<file path="config.mk">
export PLATFORM = sky130hd
export DESIGN_NAME = wr_decoder_sb
export DESIGN_NICKNAME = d
export VERILOG_FILES = /design/src/rtl/wr_decoder_sb.sv
export SDC_FILE = /design/constraint.sdc
export NUM_CORES = 1
export LEC_CHECK = 0
export ABC_AREA = 1
export CORE_MARGIN = 4
export CORE_UTILIZATION = 25
export DETAILED_ROUTE_END_ITERATION = 7
export GPL_TIMING_DRIVEN = 0
export HOLD_SLACK_MARGIN = 0.05
export SKIP_CTS_REPAIR_TIMING = 1
export SKIP_LAST_GASP = 1
export SLEW_MARGIN = 10
export SYNTH_ARGS = -nofsm -noshare
export SYNTH_HDL_FRONTEND = slang
export SYNTH_SLANG_ARGS = --single-unit
</file>
<file path="constraint.sdc">
create_clock -name clk -period 11.1 [get_ports clk]
set_input_delay 2.22 -clock clk [delete_from_list [all_inputs] [get_ports clk]]
set_output_delay 2.22 -clock clk [all_outputs]
set_load 0.03 [all_outputs]
</file>
<file path="src/rtl/wr_decoder_sb.sv">
`default_nettype none
// ============================================================================
// Module      : wr_decoder_sb
// Description : Register-file write-enable decoder with an issue scoreboard.
//               Tracks one pending-write bit per architectural register,
//               gates instruction issue on RAW/WAW hazards (with same-cycle
//               write-back bypass), and turns each write-back into a
//               registered one-hot write enable one cycle later.
// Revision    : 1.0 - initial release
// ----------------------------------------------------------------------------
// Parameters
//   AW        register-address width; N = 2**AW registers
//   ZERO_REG  1: register 0 is hardwired (never decoded, never busy)
// Ports
//   clk          in   1     rising-edge clock
//   rst_n        in   1     asynchronous active-low reset
//   issue_valid  in   1     an instruction writing issue_addr requests issue
//   issue_addr   in   AW    destination register of the issuing instruction
//   src_a/src_b  in   AW    source registers of the issuing instruction
//   issue_ready  out  1     combinational: issuing instruction has no hazard
//   wb_valid     in   1     a write-back is presented this cycle
//   wb_addr      in   AW    write-back destination register
//   we           out  N     registered one-hot register-file write enable
//   busy         out  N     registered scoreboard (bit i = write pending)
//   pend_cnt     out  AW+1  registered popcount of busy
//   err          out  1     sticky: write-back hit a register not busy
// ============================================================================
module wr_decoder_sb #(
  parameter int AW       = 5,
  parameter int ZERO_REG = 1
) (
  input  logic                clk,
  input  logic                rst_n,
  input  logic                issue_valid,
  input  logic [AW-1:0]       issue_addr,
  input  logic [AW-1:0]       src_a,
  input  logic [AW-1:0]       src_b,
  output logic                issue_ready,
  input  logic                wb_valid,
  input  logic [AW-1:0]       wb_addr,
  output logic [(1<<AW)-1:0]  we,
  output logic [(1<<AW)-1:0]  busy,
  output logic [AW:0]         pend_cnt,
  output logic                err
);

  localparam int N = 1 << AW;

  localparam logic [N-1:0] c_one       = {{(N-1){1'b0}}, 1'b1};
  // Bits that may ever be decoded: everything, or everything but register 0.
  localparam logic [N-1:0] c_keep_mask = (ZERO_REG != 0) ? ~c_one : {N{1'b1}};

  logic [N-1:0] busy_q, busy_d;
  logic [N-1:0] we_q, we_d;
  logic [AW:0]  pend_cnt_q, pend_cnt_d;
  logic         err_q, err_d;

  logic [N-1:0] w_wb_onehot;
  logic [N-1:0] w_issue_onehot;
  logic [N-1:0] w_effbusy;
  logic         w_accept;
  logic         w_wb_err;

  // Write-back decode. Masking register 0 here means a hardwired-zero
  // write-back neither pulses we nor counts as a spurious write-back.
  assign w_wb_onehot = wb_valid ? ((c_one << wb_addr) & c_keep_mask) : '0;

  // A register retiring this very cycle is already safe to read or rewrite,
  // so its busy bit is hidden from the hazard check (write-back bypass).
  assign w_effbusy = busy_q & ~w_wb_onehot & c_keep_mask;

  // Deliberately independent of issue_valid so upstream can look ahead.
  assign issue_ready = ~w_effbusy[src_a] & ~w_effbusy[src_b] & ~w_effbusy[issue_addr];

  assign w_accept       = issue_valid & issue_ready;
  assign w_issue_onehot = w_accept ? ((c_one << issue_addr) & c_keep_mask) : '0;

  // Any write-back bit that lands on a non-pending register is an error.
  assign w_wb_err = |(w_wb_onehot & ~busy_q);

  always_comb begin
    busy_d     = busy_q;
    we_d       = '0;
    err_d      = err_q;
    pend_cnt_d = '0;

    // Clear first, then set: an issue and a write-back to the same register
    // in one cycle leaves the bit pending for the new instruction.
    busy_d = (busy_q & ~w_wb_onehot) | w_issue_onehot;
    we_d   = w_wb_onehot;
    err_d  = err_q | w_wb_err;

    // Counting the next-state vector keeps pend_cnt exactly equal to
    // popcount(busy) in every cycle, so it can never drift or wrap.
    for (int i = 0; i < N; i++) begin
      pend_cnt_d = pend_cnt_d + {{AW{1'b0}}, busy_d[i]};
    end
  end

  always_ff @(posedge clk or negedge rst_n) begin
    if (!rst_n) begin
      busy_q     <= '0;
      we_q       <= '0;
      pend_cnt_q <= '0;
      err_q      <= 1'b0;
    end else begin
      busy_q     <= busy_d;
      we_q       <= we_d;
      pend_cnt_q <= pend_cnt_d;
      err_q      <= err_d;
    end
  end

  assign busy     = busy_q;
  assign we       = we_q;
  assign pend_cnt = pend_cnt_q;
  assign err      = err_q;

endmodule
`default_nettype wire

</file>
After elaboration in Yosys (flattened, before gate mapping):

Cells that the tools add are included.

* flip-flop bits (word level): 71
* input bits: 24
* logic and storage cells: 61

* $add $sub $neg: 31
* magnitude comparators: 3
* shift operators: 2
* muxes and demuxes: 8
* bitwise gates (word level): 12
* reductions and logical operators: 1

Operator list (number)
* $add 6x1->6: 26
* $and 32x32->32: 2
* $mux 32: 2
* $not 32->32: 2
* $shl 1x5->32 const A: 2
* $or 32x32->32: 1
* $reduce_or 32->1: 1
* $lt 5x6->1 const B: 3
* $bmux 1 s5: 3
* $add 5x1->6: 1
* $add 4x1->5: 1
* $add 3x1->4: 1
* $add 2x1->3: 1
* $and 1x1->1: 3
* $mux 1: 3
* $not 1->1: 3
* $add 1x1->2: 1
* $or 1x1->1: 1

Logic depth before layout (Yosys ltp):

Gate-level depths: netlist of the first run.

* depth after elaboration: 43
* mapped depth: 34
* gate-level depth less buffers: 33

Worst setup path before layout of the first run:

OpenSTA, ideal clock, no wires.

* path type: in2reg
* start point: input port wb_addr[3]
* end point: register pend_cnt_q[4], in the netlist pend_cnt[4]
* library setup time: 80 ps
* arrival time: 7999 ps
* required time: 11020 ps
* slack: 3021 ps
* stages: 29
* cell sequence: clkbuf_2 > buf_2 > nand4_1 > nand3_1 > nand2_1 > nor2_1 > nand2_1 > nand3_1 > nand2_1 > nand2_1 > nand2_1 > nor2_2 > nand3_1 > buf_2 > o21bai_1 > fa_1 > inv_1 > fa_1 > fa_1 > fa_1 > fa_1 > fa_1 > inv_1 > fa_1 > fa_1 > a21oi_1 > nor2_1 > nor2_1 > xnor2_1

RTL lines
* start, declared: line 40 `input logic [AW-1:0] wb_addr,`
* $shl 1x5->32 (*): line 66 `assign w_wb_onehot = wb_valid ? ((c_one << wb_addr) & c_keep_mask) : '0;`
* $mux 32 (*): line 66
* $not 32->32 (*): line 70, 89
* $and 32x32->32 (*): line 70, 89
* $bmux 1 s5: line 73 `assign issue_ready = ~w_effbusy[src_a] & ~w_effbusy[src_b] & ~w_effbusy[issue_addr];`
* $mux 1 (implied by the code): line 73
* $not 1->1: line 73
* $and 1x1->1 (2 in series): line 73
* $and 1x1->1: line 75 `assign w_accept = issue_valid & issue_ready;`
* $mux 32: line 76 `assign w_issue_onehot = w_accept ? ((c_one << issue_addr) & c_keep_mask) : '0;`
* $or 32x32->32 (*): line 89 `busy_d = (busy_q & ~w_wb_onehot) | w_issue_onehot;`
* net busy_d[22]: line 53 `logic [N-1:0] busy_q, busy_d;`
* $add 6x1->6 (*) (10 in series): line 96 `pend_cnt_d = pend_cnt_d + {{AW{1'b0}}, busy_d[i]};`
* net pend_cnt_d[4]: line 55 `logic [AW:0] pend_cnt_q, pend_cnt_d;`
* end signal, assigned: line 109 `pend_cnt_q <= pend_cnt_d;`
* end, declared: line 55

Mark *: on every way through the listed nets, which the timed path passes. The rest lies on a longest branch. The select of a mux whose other input is x is not followed.

Worst setup path in the final report of the first run:

* start point: input port wb_addr[1]
* end point: register pend_cnt_q[4], in the netlist pend_cnt[4]

RTL lines (line)
* $shl 1x5->32 (*): 66
* $mux 32 (*): 66
* $not 32->32 (*): 70, 89
* $and 32x32->32 (*): 70, 89
* $bmux 1 s5: 73
* $mux 1 (implied by the code): 73
* $not 1->1: 73
* $and 1x1->1 (2 in series): 73
* $and 1x1->1: 75
* $mux 32: 76
* $or 32x32->32 (*): 89
* net busy_d[18]: 53
* $add 6x1->6 (*) (14 in series): 96
* net pend_cnt_d[4]: 55

Marks and branches as above.

==> summary.md, run 1 <==
| Metric | Value |
|---|---|
| First-pass GRT wire length | `28300 um` |
| Reg-to-reg startpoint | `busy[13]` |
| Largest cells by area after synthesis | `dfrtp_1, nand2_1, fa_1` |
| Main combinational cell family by area after synthesis | `simple AND/OR/NAND/NOR gates` |
| XOR/XNOR Fraction of Synth Area | `0.549%` |
| Crit path max-delay cell type | `fa_1` |
| Final GP Congestion | `slightly below 1` |
| CTS tree | `built` |
| Tot GR Track Use | `17.3%` |
| TritonCTS Sinks | `between 60 and 70` |
| Endpoints failing hold | `0` |
| Fmax | `106 MHz` |
| IO Count | `96` |
| Final Util | `~34%` |
| Status | `complete, no violations` |
| Maximum VDD drop | `roughly 0.00024 V` |
| Diode count | `0` |
| YS warnings | `0` |
| Gr ovfl total | `0` |
| Hold Path Class | `reg -> reg` |
| Relative slew slack | `49.4%` |
| # DRC | `0` |
| Crit path DAT | `between 9 and 10 ns` |
| Synthesis-to-layout area growth | `32.1%` |
| R2r endpoint | `pend_cnt[4]` |
| Starting DRC count in detailed routing | `~560` |
| # nets final | `between 800 and 900` |
| Mapped Area | `around 4800 um^2` |
| CP Class | `in -> reg` |
| # setup viols final | `0` |
| Final wirelength | `about 18000 um` |
| Avg WL per Cell | `about 18 um` |
| Cell Count, Final, Fillers Out | `between 900 and 1000` |
| Final Power | `roughly 1800 uW` |
| Unrepaired setup endpoints after global routing | `no` |
| Slew @ Worst Pin | `around 0.76 ns` |
| Leak | `between 0.003 and 0.004 uW` |
| Slowest stage delay, CP | `between 0.5 and 0.6 ns` |
| Post-synth EDFFs | `0` |
| Vias in the first global route | `4843` |
| Post-synthesis register bit count | `roughly 70` |
| Port bufs | `85` |
| Max cap viols | `0` |
| Mean Syn Cell Area | `7.27 um^2` |
| Pwr Density | `about 280 nW/um^2` |
| Crit-path max FO | `10` |
| Synth cell types | `35` |
| H-tree Lvls | `3` |
| Vias per cell | `roughly 4.8` |
| Die area | `21400 um^2` |
| Share of the synthesized area in the top cell type | `36.1%` |
| Simple-gate share of the synthesized area | `between 30% and 40%` |
| Register area share after synthesis | `36.1%` |
| Initial Util | `25.5%` |
| Fin Setup TNS | `0 ns` |
| Dpl hpwl | `around 15000 um` |
| First drt pass iteration count | `5` |
| Most frequent CP cell | `fa_1` |
| Startpoint types | `primary input` |
| DP Worst Slack | `1.32 ns` |
| End of the worst hold path | `err` |
| CORE AREA | `18800 um^2` |
| Register-to-Register Path Depth | `26` |
| Initial antenna violation count | `0` |
| Final slew viol count | `0` |
| Clk slew on worst S/H paths | `~0.050 ns` |
| Clock latency on the worst-skew pair | `approximately 0.36 ns` |
| Root Buffer | `clkbuf_16` |
| FP Rows | `50` |
| Mapped Cells | `~660` |
| Proportion of synthesized area in mux cells | `0%` |
| TritonCTS buffer count | `9` |
| Adder-Cell Fraction of Synth Area | `between 10% and 20%` |
| Largest net degree at the start of global routing | `45` |
| Hold depth | `1` |
| Die Y | `~150 um` |
| Post-synth top cells | `nand2_1, inv_1, nand3_1` |
| Final min period | `approximately 9.4 ns` |
| Share of cells above drive strength 1 | `5.12%` |
| Ys async rst share | `100%` |
| Largest area contributor in the netlist | `dfrtp_1` |
| Final Cycle Share | `between 80% and 90%` |
| Max Clock Skew | `between 0.01 and 0.015 ns` |
| Placed insts | `between 900 and 1000` |
| Routed vias | `between 4000 and 5000` |
| Worst Setup End Kind | `flip-flop` |
| Worst Setup Slack, final | `about 1.7 ns` |
| CP Data Required Time | `11.37 ns` |
| Die X | `about 150 um` |
| Clk buf depth | `2` |
| ANT nets after route | `0` |
| Compound-Gate Fraction of Synth Area | `a little under 7%` |
| Most common cell in the netlist | `nand2_1` |
| Hold path startpoint | `err` |
| R2R Setup Slk | `about 4.5 ns` |
| Top_reg_cell synth | `dfrtp_1` |
-- state kept, by name (all words and copies together) (netlist names) --
| signal | cells |
|---|---|
| busy | 31 |
| we | 31 |
| pend_cnt | 6 |
| err | 1 |
-- power breakdown --
| group | total, uW | internal, uW | switching, uW |
|---|---|---|---|
| Clock | 365 | 248 | 117 |
| Sequential | 344 | 306 | 38.0 |
| Combinational | 1060 | 424 | 637 |
-- how the worst max path moves through the flow --
stage,depth (start not counted),from,end,slack [ns]
after floorplan,29,wb_addr[3],pend_cnt[4],3.02
after global placement,31,wb_addr[1],pend_cnt[4],1.41
after detailed placement,31,wb_addr[1],pend_cnt[4],1.32
after CTS,31,wb_addr[1],pend_cnt[4],1.67
after global routing,31,wb_addr[0],pend_cnt[4],1.28
final,31,wb_addr[1],pend_cnt[4],1.71
-- worst max-delay path: cells and delay by family --
family | cells | cell delay, ns
buffers and inverters | 5 | 1.09
adders and majority gates | 8 | 3.76
xor gates and xnor gates | 1 | 0.14
and+or+nand+nor | 15 | 1.99
AOI/OAI and AO/OA | 2 | 0.46
-- metal layers --
| layer | GRT usage [%] | wire (um) | up-vias |
|---|---|---|---|
| met5 | 0 | 0 | - |
| met4 | 5.36 | 412 | 0 |
| met3 | 4.25 | 1320 | 42 |
| met2 | 28.3 | 8460 | 193 |
| met1 | 22.8 | 7960 | 2206 |
| li1 | - | - | 2303 |
-- layout by cell type (no fill, tap or decap), types with 3 or more instances in the layout --
cell type,count
clkbuf_1,11
nor2_1,68
clkdlybuf4s50_1,84
nand3b_1,3
dfrtp_1,69
nor2_2,3
clkbuf_16,9
nand2_1,158
bufinv_16,4
o21ai_0,16
fa_1,23
buf_2,6
o21bai_1,13
nor4_1,11
o22ai_1,13
nand3_1,76
nand4_1,32
ha_1,7
inv_2,3
buf_4,5
inv_1,121
-- through the flow --
| stage | area [um^2] | hold WS, ns |
|---|---|---|
| finish | 6330 | 0.471 |
| global route | 6330 | 0.490 |
| CTS | 6330 | 0.473 |
| detailed placement | 5950 | 0.460 |
| global placement | 5940 | 0.460 |
| floorplan | 4790 | 0.676 |
-- area by class of cell --
type | count | area (um^2)
repair buffers | 86 | 868
clock buffers | 10 | 239
inverters | 124 | 465
fillers | 2031 | 12400
multi-input cells | 442 | 2470
well taps | 234 | 293
plain buffers | 25 | 133
flip-flops and latches | 69 | 1730
clock inverters | 6 | 134
-- logic make-up after synthesis --
logic type	count (synthesis)
AOI/OAI and AO/OA	52
xor gates and xnor gates	3
adders and majority gates	30
buffers and inverters	149
DFF	69
other	1
and+or+nand+nor	355
(Power assumes the default switching activity.)
==> inputs of run 2 (changes only) <==
Clock period 11.1 ns to 8.8 ns, I/O delays scaled along.
==> run 2 against run 1 <==
  * Sequential cell count stayed put
  * Core utilization is 1.1 points higher
  * Sequential power up 26%
  * Largest cell class unchanged
  * Highest routed layer unchanged
  * Register-to-register slack got worse by 2.1 ns
  * Die area is the same
  * Via count is 1.3% higher
  * Sequential share of layout area fell by 0.87 points
  * Clock skew fell by 0.0015 ns
  * Total power increased by 27%
  * Largest power group unchanged
  * Cell count increased by 0.80%
==> summary.md, run 2 (same netlist as run 1, synthesis figures left out) <==
| Metric | Value |
|---|---|
| Die area | `~21000 um^2` |
| Hold path startpoint | `err` |
| # nets final | `819` |
| End of the worst hold path | `err` |
| Share of cells above drive strength 1 | `between 10% and 20%` |
| Largest net degree at the start of global routing | `45` |
| Die X | `approximately 150 um` |
| Worst Setup Slack, final | `between 0.4 and 0.5 ns` |
| Worst path bufs/invs | `6` |
| TritonCTS buffer count | `9` |
| Unrepaired setup endpoints after global routing | `no` |
| Gr ovfl total | `0` |
| Worst Setup End Kind | `flip-flop` |
| Maximum VDD drop | `just over 0.0003 V` |
| Slowest stage delay, CP | `~0.56 ns` |
| CORE AREA | `roughly 19000 um^2` |
| Placed insts | `980` |
| Final GP Congestion | `~1` |
| CP top delay family | `adder cells` |
| Routed vias | `4808` |
| Initial Util | `roughly 26%` |
| # DRC | `0` |
| R2r endpoint | `pend_cnt[4]` |
| Root Buffer | `clkbuf_16` |
| Clk pwr share | `roughly a fifth` |
| First drt pass iteration count | `5` |
| Final min period | `approximately 8.4 ns` |
| Synthesis-to-layout area growth | `36.4%` |
| Clk buf depth | `2` |
| Commonest non-fill, non-tap cell in the layout | `nand2_1` |
| DP Worst Slack | `-0.518 ns` |
| Avg WL per Cell | `approximately 18 um` |
| Final Power | `between 2000 and 2500 uW` |
| Initial antenna violation count | `0` |
| Slew @ Worst Pin | `0.787 ns` |
| Pwr Density | `about 340 nW/um^2` |
| Clk slew on worst S/H paths | `approximately 0.06 ns` |
| Port bufs | `85` |
| First-pass GRT wire length | `28300 um` |
| Final wirelength | `about 18000 um` |
| R2R Setup Slk | `2.34 ns` |
| Sw Ratio | `44.8%` |
| Starting DRC count in detailed routing | `524` |
| Crit-path max FO | `10` |
| Startpoint types | `primary input` |
| CP Data Required Time | `a little over 9 ns` |
| Crit path max-delay cell type | `fa_1` |
| Commonest non-fill, non-tap cells in the layout | `nand2_1, inv_1, clkdlybuf4s50_1, nand3_1, dfrtp_1` |
| Leak | `approximately 0.0034 uW` |
| Max Clock Skew | `0.00907 ns` |
| Dpl hpwl | `approximately 15000 um` |
| Endpoints failing hold | `0` |
| Fmax | `approximately 120 MHz` |
| Crit path DAT | `8.66 ns` |
| H-tree Lvls | `3` |
| CTS tree | `built` |
| Most frequent CP cell | `fa_1` |
| Relative slew slack | `between 40% and 50%` |
| Hold depth | `1` |
| Number of fill cells | `~2000` |
| Sw power | `1000 uW` |
| Die Y | `about 150 um` |
| ANT nets after route | `0` |
| FP Rows | `50` |
| Comb pwr share | `60.1%` |
| Final Cycle Share | `a little over nine tenths` |
| Vias per cell | `between 4 and 5` |
| Status | `complete, no violations` |
| Vias in the first global route | `4843` |
| Tot GR Track Use | `approximately 17%` |
| Reg-to-reg startpoint | `busy[13]` |
| # setup viols final | `0` |
| Int Pwr | `1240 uW` |
| Register-to-Register Path Depth | `26` |
| CP Class | `in -> reg` |
| IO Count | `96` |
| TritonCTS Sinks | `a little under 70` |
| Final slew viol count | `0` |
| Diode count | `0` |
| Cell Count, Final, Fillers Out | `approximately 1000` |
| Hold Path Class | `reg -> reg` |
| Sequential share of power | `between 10% and 20%` |
| Clock latency on the worst-skew pair | `roughly 0.36 ns` |
| Max cap viols | `0` |
## run 2: how the worst max path moves through the flow
stage                   from          end  slack, ns  cells after the start
3_3_place_gp      wb_addr[1]  pend_cnt[4]      -0.43                     31
4_1_cts           wb_addr[1]  pend_cnt[4]      -0.17                     31
5_1_grt        issue_addr[1]  pend_cnt[4]       0.06                     26
2_1_floorplan     wb_addr[3]  pend_cnt[4]       1.18                     29
3_5_place_dp      wb_addr[1]  pend_cnt[4]      -0.52                     31
6_report       issue_addr[0]  pend_cnt[4]       0.41                     28
## run 2: stage by stage
stage / area, um^2 / utilization [%] / TNS [ns] / hold WS (ns)
after detailed placement: 5950 / 31.7 / -0.896 / 0.460
after floorplan: 4790 / - / 0 / 0.676
after CTS: 6330 / 33.7 / -0.174 / 0.473
final: 6540 / 34.8 / 0 / 0.472
after global routing: 6540 / 34.8 / 0 / 0.490
after global placement: 5940 / 31.6 / -0.748 / 0.460
## run 2: per-layer routing
metal | vias to the layer above | part of all wire [%] | GRT usage [%]
met1 | 2239 | 43 | 22.8
met3 | 37 | 7.1 | 4.25
met4 | 0 | 2.4 | 5.36
met5 | - | 0 | 0
met2 | 205 | 47 | 28.3
li1 | 2327 | - | -
## run 2: area by class of cell
type	count	area [um^2]	share of cell area, %
Tap cell	234	293	4.48
Buffer	25	135	2.07
Multi-Input combinational cell	443	2610	40.0
Sequential cell	69	1730	26.4
Clock inverter	6	134	2.05
Timing Repair Buffer	93	931	14.2
Inverter	124	465	7.12
Clock buffer	10	239	3.66
## run 2: power groups by stage
| stage | sequential, uW | clock [uW] | combinational (uW) |
|---|---|---|---|
| 5_1_grt | 440 | 480 | 1570 |
| 6_report | 434 | 461 | 1350 |
| 4_1_cts | 433 | 466 | 1390 |
| 3_5_place_dp | 439 | 0 | 1380 |
| 2_1_floorplan | 504 | 0 | 909 |
| 3_3_place_gp | 440 | 0 | 1340 |
## run 2: worst reg2reg max path, cell delays in order (launching register included)
cell,delay [ns]
dfrtp_1,0.39
o21ai_1,0.27
nor2_1,0.08
nor2_1,0.11
nand2_1,0.06
nand3_1,0.07
nand2_1,0.07
nand2_1,0.06
nand2_1,0.09
nor2_4,0.16
nand3_2,0.15
buf_4,0.25
o21bai_1,0.20
fa_1,0.47
inv_1,0.09
fa_1,0.42
fa_1,0.56
fa_1,0.46
fa_1,0.49
fa_1,0.49
inv_1,0.06
fa_1,0.47
fa_1,0.42
a21oi_1,0.19
nor2_1,0.06
nor2_1,0.11
xnor2_1,0.14
